**config.mk**
```make
export PLATFORM = sky130hd
export DESIGN_NAME = clock_sequencer
export DESIGN_NICKNAME = d
export VERILOG_FILES = /design/src/rtl/clock_pkg.sv /design/src/rtl/clock_sequencer_edge_pulse.sv /design/src/rtl/clock_sequencer.sv
export SDC_FILE = /design/constraint.sdc
export NUM_CORES = 1
export LEC_CHECK = 0
export ABC_AREA = 1
export CAP_MARGIN = 20
export CORE_UTILIZATION = 40
export CTS_BUF_LIST = sky130_fd_sc_hd__clkbuf_16
export DETAILED_ROUTE_END_ITERATION = 8
export GPL_TIMING_DRIVEN = 0
export SYNTH_ARGS = -nofsm -noshare
export SYNTH_HDL_FRONTEND = slang
export SYNTH_SLANG_ARGS = --single-unit
```
**constraint.sdc**
```tcl
create_clock -name clk -period 1.75 [get_ports clk]
set_input_delay 0.4375 -clock clk [delete_from_list [all_inputs] [get_ports clk]]
set_output_delay 0.4375 -clock clk [all_outputs]
set_load 0.1 [all_outputs]
```
**src/rtl/clock_pkg.sv**
```systemverilog
// Shared mode encoding, counter limits and databus grant codes for the clock sequencer.
package clock_pkg;

    typedef enum logic [1:0] {
        MODE_RUN      = 2'd0,
        MODE_SET_HOUR = 2'd1,
        MODE_SET_MIN  = 2'd2,
        MODE_SET_SEC  = 2'd3
    } mode_t;

    localparam logic [5:0] MAX_SEC  = 6'd59;
    localparam logic [5:0] MAX_MIN  = 6'd59;
    localparam logic [5:0] MAX_HOUR = 6'd23;

    localparam logic [2:0] BUS_SEC  = 3'b001;
    localparam logic [2:0] BUS_MIN  = 3'b010;
    localparam logic [2:0] BUS_HOUR = 3'b100;

    // Anything at or beyond the limit, including out-of-range values, wraps to 0.
    function automatic logic [5:0] wrap_inc(input logic [5:0] value, input logic [5:0] limit);
        return (value >= limit) ? 6'd0 : value + 6'd1;
    endfunction

endpackage

```
**src/rtl/clock_sequencer_edge_pulse.sv**
```systemverilog
// Rising-edge detector for a level already synchronised to clk; history clears asynchronously.
module edge_pulse (
    input  logic i_clk,
    input  logic i_clear_n,
    input  logic i_level,
    output logic o_rise
);

    logic r_level_q;

    always_ff @(posedge i_clk or negedge i_clear_n) begin
        if (!i_clear_n) begin
            r_level_q <= 1'b0;
        end else begin
            r_level_q <= i_level;
        end
    end

    assign o_rise = i_level & ~r_level_q;

endmodule

```
**src/rtl/clock_sequencer.sv**
```systemverilog
// Clock sequencer: 1 Hz prescaler with carry cascade, button-driven set FSM and
// round-robin databus scanner for the seconds/minutes/hours slices.
module clock_sequencer
    import clock_pkg::*;
#(
    parameter int unsigned TICK_DIV = 50_000_000,
    parameter int unsigned SCAN_DIV = 50_000
) (
    input  logic       clk,
    input  logic       clear_n,
    input  logic       btn_mode,
    input  logic       btn_inc,
    input  logic [5:0] sec_in,
    input  logic [5:0] min_in,
    input  logic [4:0] hour_in,
    output logic       sec_adv,
    output logic       min_adv,
    output logic       hour_adv,
    output logic       sec_ld,
    output logic       min_ld,
    output logic       hour_ld,
    output logic [5:0] ld_data,
    output logic [2:0] bus_en,
    output logic [1:0] mode
);

    localparam int unsigned TW = (TICK_DIV > 1) ? $clog2(TICK_DIV) : 1;
    localparam int unsigned SW = $clog2(SCAN_DIV + 1);
    localparam logic [TW-1:0] TICK_LAST = TW'(TICK_DIV - 1);
    localparam logic [SW-1:0] SCAN_LAST = SW'(SCAN_DIV - 1);

    logic w_mode_rise;
    logic w_inc_rise;

    mode_t         r_state;
    mode_t         w_state_nxt;
    logic [TW-1:0] r_tick_cnt;
    logic [TW-1:0] w_tick_nxt;
    logic [SW-1:0] r_scan_cnt;
    logic [2:0]    r_bus_en;

    logic       r_sec_adv, r_min_adv, r_hour_adv;
    logic       r_sec_ld, r_min_ld, r_hour_ld;
    logic [5:0] r_ld_data;
    logic       w_sec_adv, w_min_adv, w_hour_adv;
    logic       w_sec_ld, w_min_ld, w_hour_ld;
    logic [5:0] w_ld_data;

    edge_pulse u_mode_edge (
        .i_clk     (clk),
        .i_clear_n (clear_n),
        .i_level   (btn_mode),
        .o_rise    (w_mode_rise)
    );

    edge_pulse u_inc_edge (
        .i_clk     (clk),
        .i_clear_n (clear_n),
        .i_level   (btn_inc),
        .o_rise    (w_inc_rise)
    );

    always_ff @(posedge clk or negedge clear_n) begin
        if (!clear_n) begin
            r_state    <= MODE_RUN;
            r_tick_cnt <= '0;
            r_sec_adv  <= 1'b0;
            r_min_adv  <= 1'b0;
            r_hour_adv <= 1'b0;
            r_sec_ld   <= 1'b0;
            r_min_ld   <= 1'b0;
            r_hour_ld  <= 1'b0;
            r_ld_data  <= '0;
        end else begin
            r_state    <= w_state_nxt;
            r_tick_cnt <= w_tick_nxt;
            r_sec_adv  <= w_sec_adv;
            r_min_adv  <= w_min_adv;
            r_hour_adv <= w_hour_adv;
            r_sec_ld   <= w_sec_ld;
            r_min_ld   <= w_min_ld;
            r_hour_ld  <= w_hour_ld;
            r_ld_data  <= w_ld_data;
        end
    end

    // A mode rise takes priority over both the tick wrap and an inc rise in the same cycle,
    // so advance and load strobes only ever appear while the FSM is settled in a mode.
    always_comb begin
        w_state_nxt = r_state;
        w_tick_nxt  = '0;
        w_sec_adv   = 1'b0;
        w_min_adv   = 1'b0;
        w_hour_adv  = 1'b0;
        w_sec_ld    = 1'b0;
        w_min_ld    = 1'b0;
        w_hour_ld   = 1'b0;
        w_ld_data   = '0;
        case (r_state)
            MODE_RUN: begin
                if (w_mode_rise) begin
                    w_state_nxt = MODE_SET_HOUR;
                end else if (r_tick_cnt == TICK_LAST) begin
                    w_sec_adv  = 1'b1;
                    w_min_adv  = (sec_in == MAX_SEC);
                    w_hour_adv = (sec_in == MAX_SEC) && (min_in == MAX_MIN);
                end else begin
                    w_tick_nxt = r_tick_cnt + 1'b1;
                end
            end
            MODE_SET_HOUR: begin
                if (w_mode_rise) begin
                    w_state_nxt = MODE_SET_MIN;
                end else if (w_inc_rise) begin
                    w_hour_ld = 1'b1;
                    w_ld_data = wrap_inc({1'b0, hour_in}, MAX_HOUR);
                end
            end
            MODE_SET_MIN: begin
                if (w_mode_rise) begin
                    w_state_nxt = MODE_SET_SEC;
                end else if (w_inc_rise) begin
                    w_min_ld  = 1'b1;
                    w_ld_data = wrap_inc(min_in, MAX_MIN);
                end
            end
            MODE_SET_SEC: begin
                if (w_mode_rise) begin
                    w_state_nxt = MODE_RUN;
                end else if (w_inc_rise) begin
                    w_sec_ld = 1'b1;
                end
            end
            default: begin
                w_state_nxt = MODE_RUN;
            end
        endcase
    end

    always_ff @(posedge clk or negedge clear_n) begin
        if (!clear_n) begin
            r_scan_cnt <= '0;
            r_bus_en   <= BUS_SEC;
        end else if (r_scan_cnt == SCAN_LAST) begin
            r_scan_cnt <= '0;
            r_bus_en   <= {r_bus_en[1:0], r_bus_en[2]};
        end else begin
            r_scan_cnt <= r_scan_cnt + 1'b1;
        end
    end

    assign sec_adv  = r_sec_adv;
    assign min_adv  = r_min_adv;
    assign hour_adv = r_hour_adv;
    assign sec_ld   = r_sec_ld;
    assign min_ld   = r_min_ld;
    assign hour_ld  = r_hour_ld;
    assign ld_data  = r_ld_data;
    assign bus_en   = r_bus_en;
    assign mode     = r_state;

endmodule
```
# ---- Yosys cells after proc, flatten, opt, wreduce, memory -nomap -nowiden
# Cells that the tools add are included.
dict set report classes {
  bitwise 4
  n_addsub 4
  mux 30
  magnitude_cmp 2
  reduce_logical 3
  eq_ne 11
}
# cell count
set ops {}
lappend ops {{2-to-1 mux 26 bit} 3}
lappend ops {{2-to-1 mux 6 bit} 6}
lappend ops {{adder 26 x 1 -> 26 bit, second input constant} 1}
lappend ops {{equality test 26 bit, second input constant} 1}
lappend ops {{adder 16 x 1 -> 16 bit, second input constant} 1}
lappend ops {{equality test 16 bit, second input constant} 1}
lappend ops {{2-to-1 mux 16 bit} 1}
lappend ops {{2-to-1 mux 1 bit} 14}
lappend ops {{equality test 6 bit, second input constant} 2}
lappend ops {{one-hot mux 6 bit (2 select lines)} 1}
lappend ops {{2-to-1 mux 2 bit} 4}
lappend ops {{inequality test 2 x 1 -> 1 bit, second input constant} 4}
lappend ops {{one-hot mux 2 bit (4 select lines)} 1}
lappend ops {{adder 5 x 1 -> 6 bit, second input constant} 1}
lappend ops {{adder 6 x 1 -> 6 bit, second input constant} 1}
lappend ops {{greater-or-equal comparator 6 bit, second input constant} 1}
lappend ops {{greater-or-equal comparator 5 bit, second input constant} 1}
lappend ops {{equality test 2 bit, second input constant} 2}
lappend ops {{AND reduction 4 bit} 1}
lappend ops {{AND 1 bit} 2}
lappend ops {{equality test 2 x 1 -> 1 bit, second input constant} 1}
lappend ops {{zero test 2 bit} 1}
lappend ops {{NOT 1 bit} 2}
lappend ops {{logical AND 1 bit} 1}
dict set report word_totals {
  output_inout_bits 17
  register_bits 61
  word_cells 67
  input_bits 21
}

# ---- Depth between registers and ports, before layout
# Gate-level depths: netlist of run 1.
dict set report depth {
  depth_word 5
  ltp_mapped 9
  ltp_nobuf 9
}

# ---- Modules after synthesis
# A second synthesis of run 1 with hierarchy kept.
dict set report hier_totals {
  cells_unflattened 433
  hier_area_um2 3249.4
}
# module area_each_um2 cells_each n_inst
set modules_own_cells {}
lappend modules_own_cells {clock_sequencer 3179.3 427 1}
lappend modules_own_cells {edge_pulse 35.0 3 2}

# ---- Worst setup path after synthesis of run 1
# OpenSTA, ideal clock, no wires.
dict set report synth_path {
  kind {register -> register}
  start {register r_state[0] (netlist: mode[0])}
  end {register r_ld_data[4] (netlist: ld_data[4])}
  n_path_buf 0
  t_arrival_ps 1850
  required_time_ps 1667
  synth_period_minus_slack_ps 1932
  setup_time_ps 83
  path_stages_with_launch 7
  setup_slack_ps -182
  cell_sequence {dfrtp_1 inv_1 ha_1 inv_1 nor2_1 nand2_1 o21ai_0}
}
dict set report synth_between {
  elab_chain_cells 2
}
# element line
set synth_lines {}
lappend synth_lines {{from (decl)} clock_sequencer.sv:35} ;# mode_t r_state;
lappend synth_lines {{from (signal assigned)} clock_sequencer.sv:75} ;# r_state <= w_state_nxt;
lappend synth_lines {{equality test 2 bit or equality test 2 x 1 -> 1 bit (tied branches)} clock_sequencer.sv:99} ;# case (r_state)
lappend synth_lines {{one-hot mux 6 bit (2 select lines) *} clock_sequencer.sv:99}
lappend synth_lines {{via w_ld_data[4]} clock_sequencer.sv:47} ;# logic [5:0] w_ld_data;
lappend synth_lines {{to (signal assigned)} clock_sequencer.sv:83} ;# r_ld_data <= w_ld_data;
lappend synth_lines {{to (decl)} clock_sequencer.sv:44} ;# logic [5:0] r_ld_data;
# Mark *: on every way through the listed nets, which the timed path passes. The rest lies on a longest branch.
# A chain may end at the register's enable or synchronous reset.

# ---- Worst setup path in the final report of run 1
dict set report layout_path {
  start {register r_bus_en[1] (netlist: bus_en[1])}
  end {output bus_en[1]}
}
# element line
set layout_rtl {}
lappend layout_rtl {{from (decl)} clock_sequencer.sv:40} ;# logic [2:0] r_bus_en;
lappend layout_rtl {{from (signal assigned)} clock_sequencer.sv:146} ;# r_bus_en <= {r_bus_en[1:0], r_bus_en[2]};
lappend layout_rtl {{to (decl)} clock_sequencer.sv:23} ;# output logic [2:0] bus_en,
# No word-level cell between the ends.

==> impl_metrics.toml, run 1 <==
[run_status]
status = "finished clean"

[hold_path]
hold_class = "in -> async"

[timing]
finalMaxSlewViolations = 0
setup_tns_ps = 0
post-route-period-util_pct = 95.9
min_period_ps = 1680
tightest_slew_ps = 756
hold_viol_final = 0
max_slew_margin_pct = 49.6
finalSetupViolCount = 0
rsz0062_at_grt = "false"
setup_ws_ps = 71.8
skew_ps = 6.51
fmax_mhz = 596

[finish]
final_nets = 517
regArea_um2 = 1530
syn_to_final_growth_pct = 23.5
multi_input_area_um2 = 1570
fillers = 787
antenna_cells = 0
drive_gt1_share_pct = 12.8

[drt]
drc_errors = 0
drtPass1Iterations = 6
viasPerCell = 4.66
wire_per_inst_um = 11.4
vias = 2786
wl_um = 6830
drt_first_iter_violations = 115
ant_nets = 0

[synthesis]
synth_edf_count = 0
yosysSeqAreaShare_pct = 45.6
async_flop_share_pct = 100
synth_fp_nets = 469
synth-main-ff-cell = "dfrtp_1"
synthDistinctLibCells = 30
ys_warn_count = 0
synthCells = 440
syn_area_per_cell_um2 = 7.61
ys_ff_latch = 61
syn_area_um2 = 3350

[floorplan]
ios = 38
die-area_um2 = 8740
die_w_um = 93.5
coreArea_um2 = 8180
rows = 33
die_h_um = 93.5
initial_core_util_pct = 41.0

[setup_path]
r2r_slack_ps = 210
cp_slowest_cell = "clkdlybuf4s15_2"
r2r_end = "r_tick_cnt[24]$_DFF_PN0_"
critPathLaunchType = "register"
path_cells = "clkdlybuf4s15_2"
cp_num_buf_inv = 1
critPathMaxFanout = 3
crit_family = "buffers and inverters"
cp.arrival_ps = 1240
end_kind = "output port"
timing.rr.start = "r_tick_cnt[0]$_DFF_PN0_"
required_ps = 1310
slowest_delay_ps = 560
critical_path_class = "reg -> out"
reg2reg_depth = 9

[clock_tree]
postCtsHoldBufs = 0
post_cts_buffers = 0
htree_levels = 3
cts_sinks = 61
clock_path_buffers = 2
cts-root-buf = "clkbuf_16"
cts_buffers = 9
clkTransAtPathRegs_ps = 50
tritoncts = "yes"
clk_latency_ps = 330

[power]
power_density_nw_per_um2 = 970
peakVddDrop_mv = 0.563
p_leak_nw = 1.89

[global_route]
antenna_found_initial = 0
first_global_vias = 2667
overflow = 0
grt_use_total_pct = 17.9
grt_pass1_wl_um = 12100
grt_max_degree = 62

[place]
place_congestion = 0.874
port_buffers = 37
dpl_worst_slack_ps = -334
place_hpwl_um = 5150

[run]
max_cap_violations = 0
area by class of cell:
type	count	area share (%)
inverter	66	6.02
buffer	1	0.272
clock buffer	9	5.45
clock inverter	7	0.999
sequential	61	37.0
timing repair buffer	37	9.02
tap	105	3.18
multi-input combinational	312	38.0
flip-flops by register name (all words and copies together) (netlist names):
name / flops
sec_adv: 1
u_inc_edge.r_level_q: 1
r_scan_cnt: 16
ld_data: 6
u_mode_edge.r_level_q: 1
sec_ld: 1
min_ld: 1
mode: 2
bus_en: 3
hour_ld: 1
min_adv: 1
hour_adv: 1
r_tick_cnt: 26
power by group:
part	internal [mW]	switching, mW
sequential	1.48	0.0540
clock	0.945	0.634
combinational	0.233	0.660
metrics by stage:
stage | utilization [%] | hold WS [ps] | instance area, um^2 | total power [mW] | cells
6_report | 50.6 | 183 | 4130 | 4.01 | 598
5_1_grt | 50.6 | 268 | 4130 | 4.22 | 598
4_1_cts | 50.5 | 232 | 4130 | 4.08 | 598
3_5_place_dp | 47.1 | 455 | 3850 | 2.48 | 582
3_3_place_gp | 47.1 | 451 | 3850 | 2.48 | 582
2_1_floorplan | - | 142 | 3350 | 2.20 | 440
cell usage after synthesis, types with 2 or more instances:
cell type,number,area (um^2)
nor4_1,2,12.5
nand2_1,97,364
nand2_2,7,43.8
ha_1,8,100
nor2_4,2,22.5
nand4_1,5,31.3
nor3_2,2,20.0
nor3_1,9,45.0
inv_1,64,240
o22ai_1,3,18.8
xor2_1,17,149
xnor2_1,8,70.1
dfrtp_1,60,1500
nor2_1,92,345
a21oi_1,4,20.0
o21ai_0,10,50.1
nor2_2,10,62.6
nand3_1,28,140
placed cells by master (no fill, tap or decap), types with 2 or more instances in the layout:
cell type and n:
nand4_1 5, nor2_2 8, nand2_1 97, a21oi_1 4, clkdlybuf4s15_2 14, clkdlybuf4s50_1 19, o22ai_1 3, buf_2 2
clkbuf_16 9, nor2_1 92, clkinv_1 2, nor3_1 9, ha_1 7, nor2_4 4, clkinvlp_4 2, nor4_1 2
dfrtp_1 58, xor2_1 17, clkinv_2 3, dfrtp_2 2, nand3_1 28, nand2_2 7, xnor2_1 8, nor3_2 2
inv_1 64, o21ai_0 10
timing repair:
action,4_1_cts,5_1_grt
gates resized for setup,54,7
cloned,0,0
endpoints found under the setup margin,17,6
worst max path at each step:
stage | cells past startpoint | end | slack [ps] | startpoint
floorplan | 6 | ld_data[4]$_DFF_PN0_ | 130 | mode[0]$_DFFE_PN0P_
global placement | 1 | mode[1]$_DFFE_PN0P_ | -2050 | clear_n
detailed placement | 1 | bus_en[0] | -330 | bus_en[0]$_DFFE_PN1N_
CTS | 1 | mode[1] | 2 | mode[1]$_DFFE_PN0P_
global route | 9 | bus_en[2]$_DFFE_PN0N_ | 3 | r_scan_cnt[0]$_DFF_PN0_
finish | 1 | bus_en[1] | 70 | bus_en[1]$_DFFE_PN0N_
cells by family after synthesis:
| logic type | share of synthesized area, % |
|---|---|
| adder cells (fa/ha/maj) | 2.99 |
| AND/OR/NAND/NOR | 34.0 |
| AO/OA/AOI/OAI | 3.06 |
| flip-flops | 45.6 |
| buffers and inverters | 7.77 |
| XOR/XNOR | 6.54 |
layer usage:
metal | GRT usage, % | up-vias | part of all wire (%)
met1 | 24.2 | 1253 | 49
met2 | 27.2 | 59 | 44
li1 | - | 1462 | -
met4 | 7.69 | 0 | 2.0
met3 | 4.55 | 12 | 4.9
met5 | 0 | - | 0
Note: power is estimated with default switching activity, not from simulation.
==> run 2: changes to the inputs <==
--- a/config.mk
+++ b/config.mk
@@ -11,6 +11,7 @@
 export CTS_BUF_LIST = sky130_fd_sc_hd__clkbuf_16
 export DETAILED_ROUTE_END_ITERATION = 8
 export GPL_TIMING_DRIVEN = 0
+export SKIP_CTS_REPAIR_TIMING = 1
 export SYNTH_ARGS = -nofsm -noshare
 export SYNTH_HDL_FRONTEND = slang
 export SYNTH_SLANG_ARGS = --single-unit
==> constraint.sdc (replaced) <==
create_clock -name clk -period 1.6 [get_ports clk]
set_input_delay 0.4 -clock clk [delete_from_list [all_inputs] [get_ports clk]]
set_output_delay 0.4 -clock clk [all_outputs]
set_load 0.1 [all_outputs]
==> impl_metrics.toml, run 2 (synthesis gave the netlist of run 1 again) <==
[run_status]
status = "finished clean"

[timing]
max_slew_margin_pct = 63.3
tightest_slew_ps = 554
hold_ws_ps = 49.2
finalSetupViolCount = 0
hold_viol_final = 0
fmax_mhz = 644
setup_tns_ps = 0
min_period_ps = 1550
post-route-period-util_pct = 97.1
skew_ps = 4.43
setup_ws_ps = 46.2
finalMaxSlewViolations = 0

[finish]
stdcell_count = 606
final_common_cell = "nand2_1"
largest-register = "r_tick_cnt"
antenna_cells = 0
largest_reg_flops = 26
syn_to_final_growth_pct = 25.6
final_nets = 525
drive_gt1_share_pct = 15.8
final_cell_mix = "nand2_1, nor2_1, inv_1"

[setup_path]
crit_family = "flip-flops"
critPathLaunchType = "register"
critical_path_class = "reg -> out"
slowest_delay_ps = 540
cp_slowest_cell = "dfstp_2"
required_ps = 1200
critPathMaxFanout = 3
cp.arrival_ps = 1150
path_cells = "buf_4"
cp_num_buf_inv = 1
end_kind = "output port"

[drt]
vias = 2827
drtPass1Iterations = 4
ant_nets = 0
viasPerCell = 4.67
wire_per_inst_um = 11.6
drc_errors = 0
wl_um = 7040
drt_first_iter_violations = 111

[clock_tree]
tritoncts = "yes"
clk_latency_ps = 320
cts_buffers = 9
cts-root-buf = "clkbuf_16"
cts_sinks = 61
clock_path_buffers = 2
clkTransAtPathRegs_ps = 50
htree_levels = 3

[place]
port_buffers = 37
place_hpwl_um = 5150
dpl_worst_slack_ps = -446
dp_cells = 583
place_congestion = 0.823

[power]
peakVddDrop_mv = 0.811
p_total_mw = 4.60
p_leak_nw = 1.98
power_density_nw_per_um2 = 1090

[floorplan]
rows = 33
initial_core_util_pct = 41.0
ios = 38
die_h_um = 93.5
coreArea_um2 = 8180
die-area_um2 = 8740
die_w_um = 93.5

[run]
max_cap_violations = 0

[global_route]
grt_max_degree = 41
grt_pass1_wl_um = 12000
overflow = 0
grt_use_total_pct = 17.8
antenna_found_initial = 0
first_global_vias = 2638

[hold_path]
hold_class = "in -> async"
-- run 2: cell types whose count changed in the layout (fill, tap and decap cells not counted), moves of 2 or more --
cell and change:
buf_12 +2, buf_4 +6, clkbuf_2 +14, clkdlybuf4s15_2 -14
clkinv_2 -2, dfrtp_2 -2, dfrtp_4 +2, ha_1 -2
nor2_1 -6, nor2_2 +4, nor2_4 +2
-- run 2: through the flow --
step           util [%]  area [um^2]
2_1_floorplan         -         3360
3_3_place_gp       47.2         3860
3_5_place_dp       47.4         3870
4_1_cts            50.8         4160
5_1_grt            51.5         4210
6_report           51.5         4210
-- run 2: power by group --
part	switching, mW	internal, mW
combinational	0.756	0.315
sequential	0.0613	1.63
clock	0.659	1.18
-- run 2: area by class of cell --
cell class / instances / area, um^2
Inverter: 66 / 250
Timing Repair Buffer: 45 / 373
Tap cell: 105 / 131
Fill cell: 779 / 3970
Buffer: 1 / 11.3
Sequential cell: 61 / 1540
Clock buffer: 9 / 225
Multi-Input combinational cell: 312 / 1620
Clock inverter: 7 / 57.6
-- run 2: worst paths after layout --
check / startpoint / end / slack, ps / cells after the start
hold reg to reg: bus_en[1]$_DFFE_PN0N_ / bus_en[1]$_DFFE_PN0N_ / 500 / 2
hold / removal: clear_n / r_tick_cnt[13]$_DFF_PN0_ / 50 / 1
max in group asynchronous: clear_n / bus_en[0]$_DFFE_PN1N_ / 890 / 2
setup / recovery: bus_en[0]$_DFFE_PN1N_ / bus_en[0] / 50 / 1
min in group clk: bus_en[1]$_DFFE_PN0N_ / bus_en[1]$_DFFE_PN0N_ / 500 / 2
setup reg to reg: r_tick_cnt[0]$_DFF_PN0_ / r_tick_cnt[18]$_DFF_PN0_ / 110 / 8
-- run 2: routing by layer --
metal,track usage (%),vias up,wire length (um)
li1,-,1472,-
met1,24.3,1286,3390
met2,26.5,58,3180
met3,4.23,11,332
met4,8.72,0,134
met5,0,-,0
